[config.mk]
export PLATFORM = sky130hd
export DESIGN_NAME = ysyx_rf_scoreboard
export DESIGN_NICKNAME = d
export VERILOG_FILES = /design/src/rtl/ysyx_rf_scoreboard.sv
export SDC_FILE = /design/constraint.sdc
export NUM_CORES = 1
export LEC_CHECK = 0
export CORE_MARGIN = 4
export CORE_UTILIZATION = 57
export DETAILED_ROUTE_END_ITERATION = 8
export PLACE_DENSITY = 0.82
export SYNTH_ARGS = -nofsm -noshare
export SYNTH_HDL_FRONTEND = slang
export SYNTH_SLANG_ARGS = --single-unit
export TNS_END_PERCENT = 30
[constraint.sdc]
create_clock -name clk -period 3.4 [get_ports clk]
set_input_delay 0.51 -clock clk [delete_from_list [all_inputs] [get_ports clk]]
set_output_delay 0.51 -clock clk [all_outputs]
set_load 0.01 [all_outputs]
[src/rtl/ysyx_rf_scoreboard.sv]
// ysyx_rf_scoreboard: register-busy scoreboard for the RV32E register file with same-cycle commit bypass
module ysyx_rf_scoreboard #(
    parameter int NR_REG = 16,
    parameter int CNT_W  = 2,
    parameter int OUT_W  = 3
) (
    input  logic                      clk,
    input  logic                      rst,
    input  logic                      issue_valid,
    input  logic                      issue_wen,
    input  logic [$clog2(NR_REG)-1:0] issue_rd,
    output logic                      issue_ready,
    input  logic                      commit_valid,
    input  logic [$clog2(NR_REG)-1:0] commit_rd,
    input  logic                      flush,
    input  logic [$clog2(NR_REG)-1:0] rs1,
    input  logic [$clog2(NR_REG)-1:0] rs2,
    output logic [NR_REG-1:0]         rf_table,
    output logic                      rs1_busy,
    output logic                      rs2_busy,
    output logic [OUT_W-1:0]          outstanding,
    output logic                      idle,
    output logic                      err_underflow
);
    logic [CNT_W-1:0] cnt     [NR_REG];
    logic [CNT_W-1:0] cnt_nxt [NR_REG];
    logic [NR_REG-1:0] inc_hit;
    logic [NR_REG-1:0] dec_hit;
    logic issue_track;
    logic issue_fire;
    logic commit_fire;
    logic commit_dec;
    logic cnt_full;
    logic out_full;
    // Issue/commit qualification; register 0 is never tracked and a commit only decrements a nonzero count
    always_comb begin
        issue_track = issue_wen && issue_rd != '0;
        commit_fire = commit_valid && commit_rd != '0;
        commit_dec  = commit_fire && cnt[commit_rd] != '0;
        cnt_full    = cnt[issue_rd] == '1 && !(commit_fire && commit_rd == issue_rd);
        out_full    = outstanding == '1 && !commit_dec;
        issue_ready = !(issue_track && (cnt_full || out_full));
        issue_fire  = issue_valid && issue_track && issue_ready;
        inc_hit     = issue_fire ? NR_REG'(1) << issue_rd : '0;
        dec_hit     = commit_dec ? NR_REG'(1) << commit_rd : '0;
    end
    // Next per-register counts; flush wins over any same-cycle issue or commit
    always_comb begin
        for (int i = 0; i < NR_REG; i++) begin
            cnt_nxt[i] = flush ? '0 : cnt[i] + CNT_W'(inc_hit[i]) - CNT_W'(dec_hit[i]);
            rf_table[i] = i != 0 && cnt[i] != '0;
        end
    end
    // Per-register counters
    always_ff @(posedge clk or negedge rst) begin
        if (!rst) begin
            for (int i = 0; i < NR_REG; i++) cnt[i] <= '0;
        end else begin
            for (int i = 0; i < NR_REG; i++) cnt[i] <= cnt_nxt[i];
        end
    end
    // Global in-flight counter and sticky underflow flag (flush leaves the flag alone)
    always_ff @(posedge clk or negedge rst) begin
        if (!rst) begin
            outstanding   <= '0;
            err_underflow <= 1'b0;
        end else begin
            outstanding   <= flush ? '0 : outstanding + OUT_W'(issue_fire) - OUT_W'(commit_dec);
            err_underflow <= err_underflow || (commit_fire && cnt[commit_rd] == '0);
        end
    end
    // Source stall decisions; a retiring last write releases its reader in the same cycle
    always_comb begin
        idle     = outstanding == '0;
        rs1_busy = rf_table[rs1] && !(commit_fire && commit_rd == rs1 && cnt[rs1] == CNT_W'(1));
        rs2_busy = rf_table[rs2] && !(commit_fire && commit_rd == rs2 && cnt[rs2] == CNT_W'(1));
    end
endmodule

==> run summary <==
Skew final -> 0.00934 ns
Vert. Die Dim -> 87.7 um
Outcome -> finished, final reports clean
Family with the most delay on the worst path -> buffers and inverters
Vias in the first global route -> 3436
CTS Root Cell -> clkbuf_8
Gpl congestion -> 1.00
GR Util All Layers -> 28.1%
Final worst path period need -> 3.26 ns
Most frequent cells in the layout -> nor2_1 (55), clkdlybuf4s50_1 (41), inv_1 (40)
Final setup vio count -> 0
Maximum capacitance violations -> 0
Antenna Nets Post-Route -> 0
Layout net count -> 547
Worst hold slack -> 0.312 ns
Warnings from Yosys -> 0
Comb pwr share -> 28.9%
Syn-to-layout area delta -> 24.1%
Critical path cell sequence -> clkdlybuf4s50_1, or2_1, buf_4, o31a_1, buf_4, nand2_1, o211ai_1, o21ai_0, clkdlybuf4s50_1
Flops & latches, synth -> 36
DRT Wirelength -> 10400 um
Unrepaired setup endpoints after global routing -> false
Commonest non-fill, non-tap cell in the layout -> nor2_1
Sinks on the clock net -> 36
CP Launch Point -> commit_rd[0]
Worst reg2reg path startpoint -> cnt[16]$_DFF_PN0_
Post-Syn Instances -> 425
Place WS -> -0.0786 ns
Hpwl dp -> 7980 um
CTS buffer count -> 5
CP endpoint kind -> output port
CP max stage delay -> 0.56 ns
I/O pin cnt -> 46
Htree depth -> 2
Port Buffer Count -> 44
Max Fclk -> 0.307 GHz
Pint -> 838 uW
Starting density of the core -> 60.1%
Psw -> 367 uW
# hold bufs at CTS -> 0
CP required -> 2.89 ns
Die W -> 87.7 um
Number of DRC markers in iteration 0 -> 279
Share of cells above drive strength 1 -> 14.1%
DRC -> 0
Synth cell types -> 48
Post-route worst setup slack -> 0.141 ns
Post-route design area -> 4490 um2
Share of async-settable or async-resettable flops after synthesis -> 100%
Clock Tree Buf Depth -> 2
HP Class -> input pin to asynchronous set/reset pin
Pwr/cell area -> 268 nW/um2
Max-slew violation total from the final report -> 0
WP data arrival -> 2.75 ns
Via count -> 3518
Seq pwr share -> 39.3%
GR Overflow Total -> 0
Worst slew pin tran -> 0.846 ns
CP Class -> input pin to output port
Core ar. -> 6030 um2
Synth Flop Type -> dfrtp_1
Final Hold Viols -> 0
Antenna violations before repair -> 0
Crit path buf inv count -> 4
Kind of start point of the critical path -> input pin
WL/cell -> 18.3 um
CTS tree -> yes
Static leakage -> 2.16 nW
Slowest cell on the critical path -> clkdlybuf4s50_1
Max-slew headroom -> 43.6%
Sequential-to-total area share from yosys stat -> 24.9%
Largest net degree at the start of global routing -> 37
Tcrit/Tclk final -> 95.9%
FP Rows -> 28
Switch share -> 30.5%
First-pass GRT wire length -> 16700 um
Vias per Instance -> 6.22
Skew-Pair Late Insertion Delay -> 0.30 ns
EDFF count, synth -> 0
Worst-path clk slew -> 0.08 ns
Die area -> 7690 um2
Initial DRT Pass Iterations -> 5
Placed inst area -> 4360 um2
Power share of the clock group -> 31.9%
Total negative setup slack -> 0 ns
Syn Std Cell Area -> 3620 um2
Crit-path max FO -> 5
Ant diodes -> 0
Syn_area_per_cell -> 8.52 um2
Max VDD drop -> 0.220 mV
## cell type report
type / count / area (um2)
multi-input combinational: 323 / 2460
clock inverter: 2 / 35.0
fill: 478 / 1530
sequential: 36 / 901
clock buffer: 6 / 72.6
tap: 75 / 93.8
timing repair buffer: 83 / 774
inverter: 41 / 154
## worst register-to-register path, cell delays in order (launching register included)
cell	delay, ns
dfrtp_1	0.48
nand2_1	0.11
mux4_2	0.45
a32oi_1	0.27
nand4_1	0.18
buf_4	0.18
o211ai_1	0.11
ha_1	0.27
inv_1	0.06
ha_1	0.12
inv_1	0.05
fa_1	0.38
xnor2_1	0.17
nor2_1	0.05
## metal layers
metal / vias up / share of wire [%] / wire (um) / track usage [%]
met4: 0 / 2.4 / 246 / 8.51
met1: 1708 / 42 / 4370 / 36.0
met2: 176 / 48 / 4940 / 48.1
li1: 1602 / - / - / -
met5: - / 0 / 0 / 0
met3: 32 / 7.9 / 822 / 5.46
## stage by stage
step	util, %	cells	total power, mW
floorplan	-	426	0.660
finish	74.6	566	1.21
detailed placement	72.4	557	0.821
CTS	74.4	566	1.21
global placement	72.4	557	0.812
global route	74.6	566	1.26
## synthesized netlist by cell type, types with 4 or more instances
cell | number | area (um2)
nor3_1 | 10 | 50.1
nor3b_1 | 16 | 120
xor2_1 | 27 | 236
mux4_2 | 13 | 293
clkbuf_1 | 18 | 67.6
nor4_1 | 9 | 56.3
inv_1 | 40 | 150
xnor2_1 | 19 | 166
nand2_1 | 24 | 90.1
buf_2 | 4 | 20.0
o211ai_1 | 18 | 135
ha_1 | 34 | 425
nor2_1 | 55 | 206
a31oi_1 | 13 | 81.3
nor2b_1 | 23 | 144
nand2b_1 | 4 | 25.0
nand3_1 | 9 | 45.0
dfrtp_1 | 36 | 901
a21oi_1 | 4 | 20.0
or2_2 | 6 | 37.5
a211oi_1 | 4 | 30.0
## path summary, 6_finish.rpt
check                           depth (start not counted)  slack [ns]                       end
max in group asynchronous                               1        2.55          cnt[5]$_DFF_PN0_
worst max register to register                         13        0.41  outstanding[2]$_DFF_PN0_
worst min register to register                          1        0.49   err_underflow$_DFF_PN0_
worst max-delay path                                    9        0.14                  rs1_busy
min in group clk                                        1        0.49   err_underflow$_DFF_PN0_
worst min-delay path                                    1        0.31         cnt[26]$_DFF_PN0_
## power by group through the flow
stage                     logic, mW  clock network (mW)  registers [mW]
after global placement        0.333                   0           0.480
final                         0.348               0.384           0.473
after detailed placement      0.340                   0           0.481
after CTS                     0.345               0.389           0.473
after global routing          0.379               0.407           0.476
after floorplan               0.183                   0           0.477
## sequential cells by signal, summed over array words and instances (netlist names)
name           flops
cnt               32
outstanding        3
err_underflow      1
## cell families after synthesis
group / share of synthesized area (%)
flops: 24.9
other cells: 0.207
xor+xnor: 11.1
fa+ha+maj: 12.3
compound gates: 12.4
simple gates: 23.1
buf+inv: 7.39
mux: 8.64
## repair_timing
item | CTS | global route
endpoints found under the setup margin | 1 | 3
pin swaps | 2 | 1
resized for setup | 1 | 4
setup buffers | 1 | 0
hold endpoints to repair | 0 | 0
(Power assumes the default switching activity.)
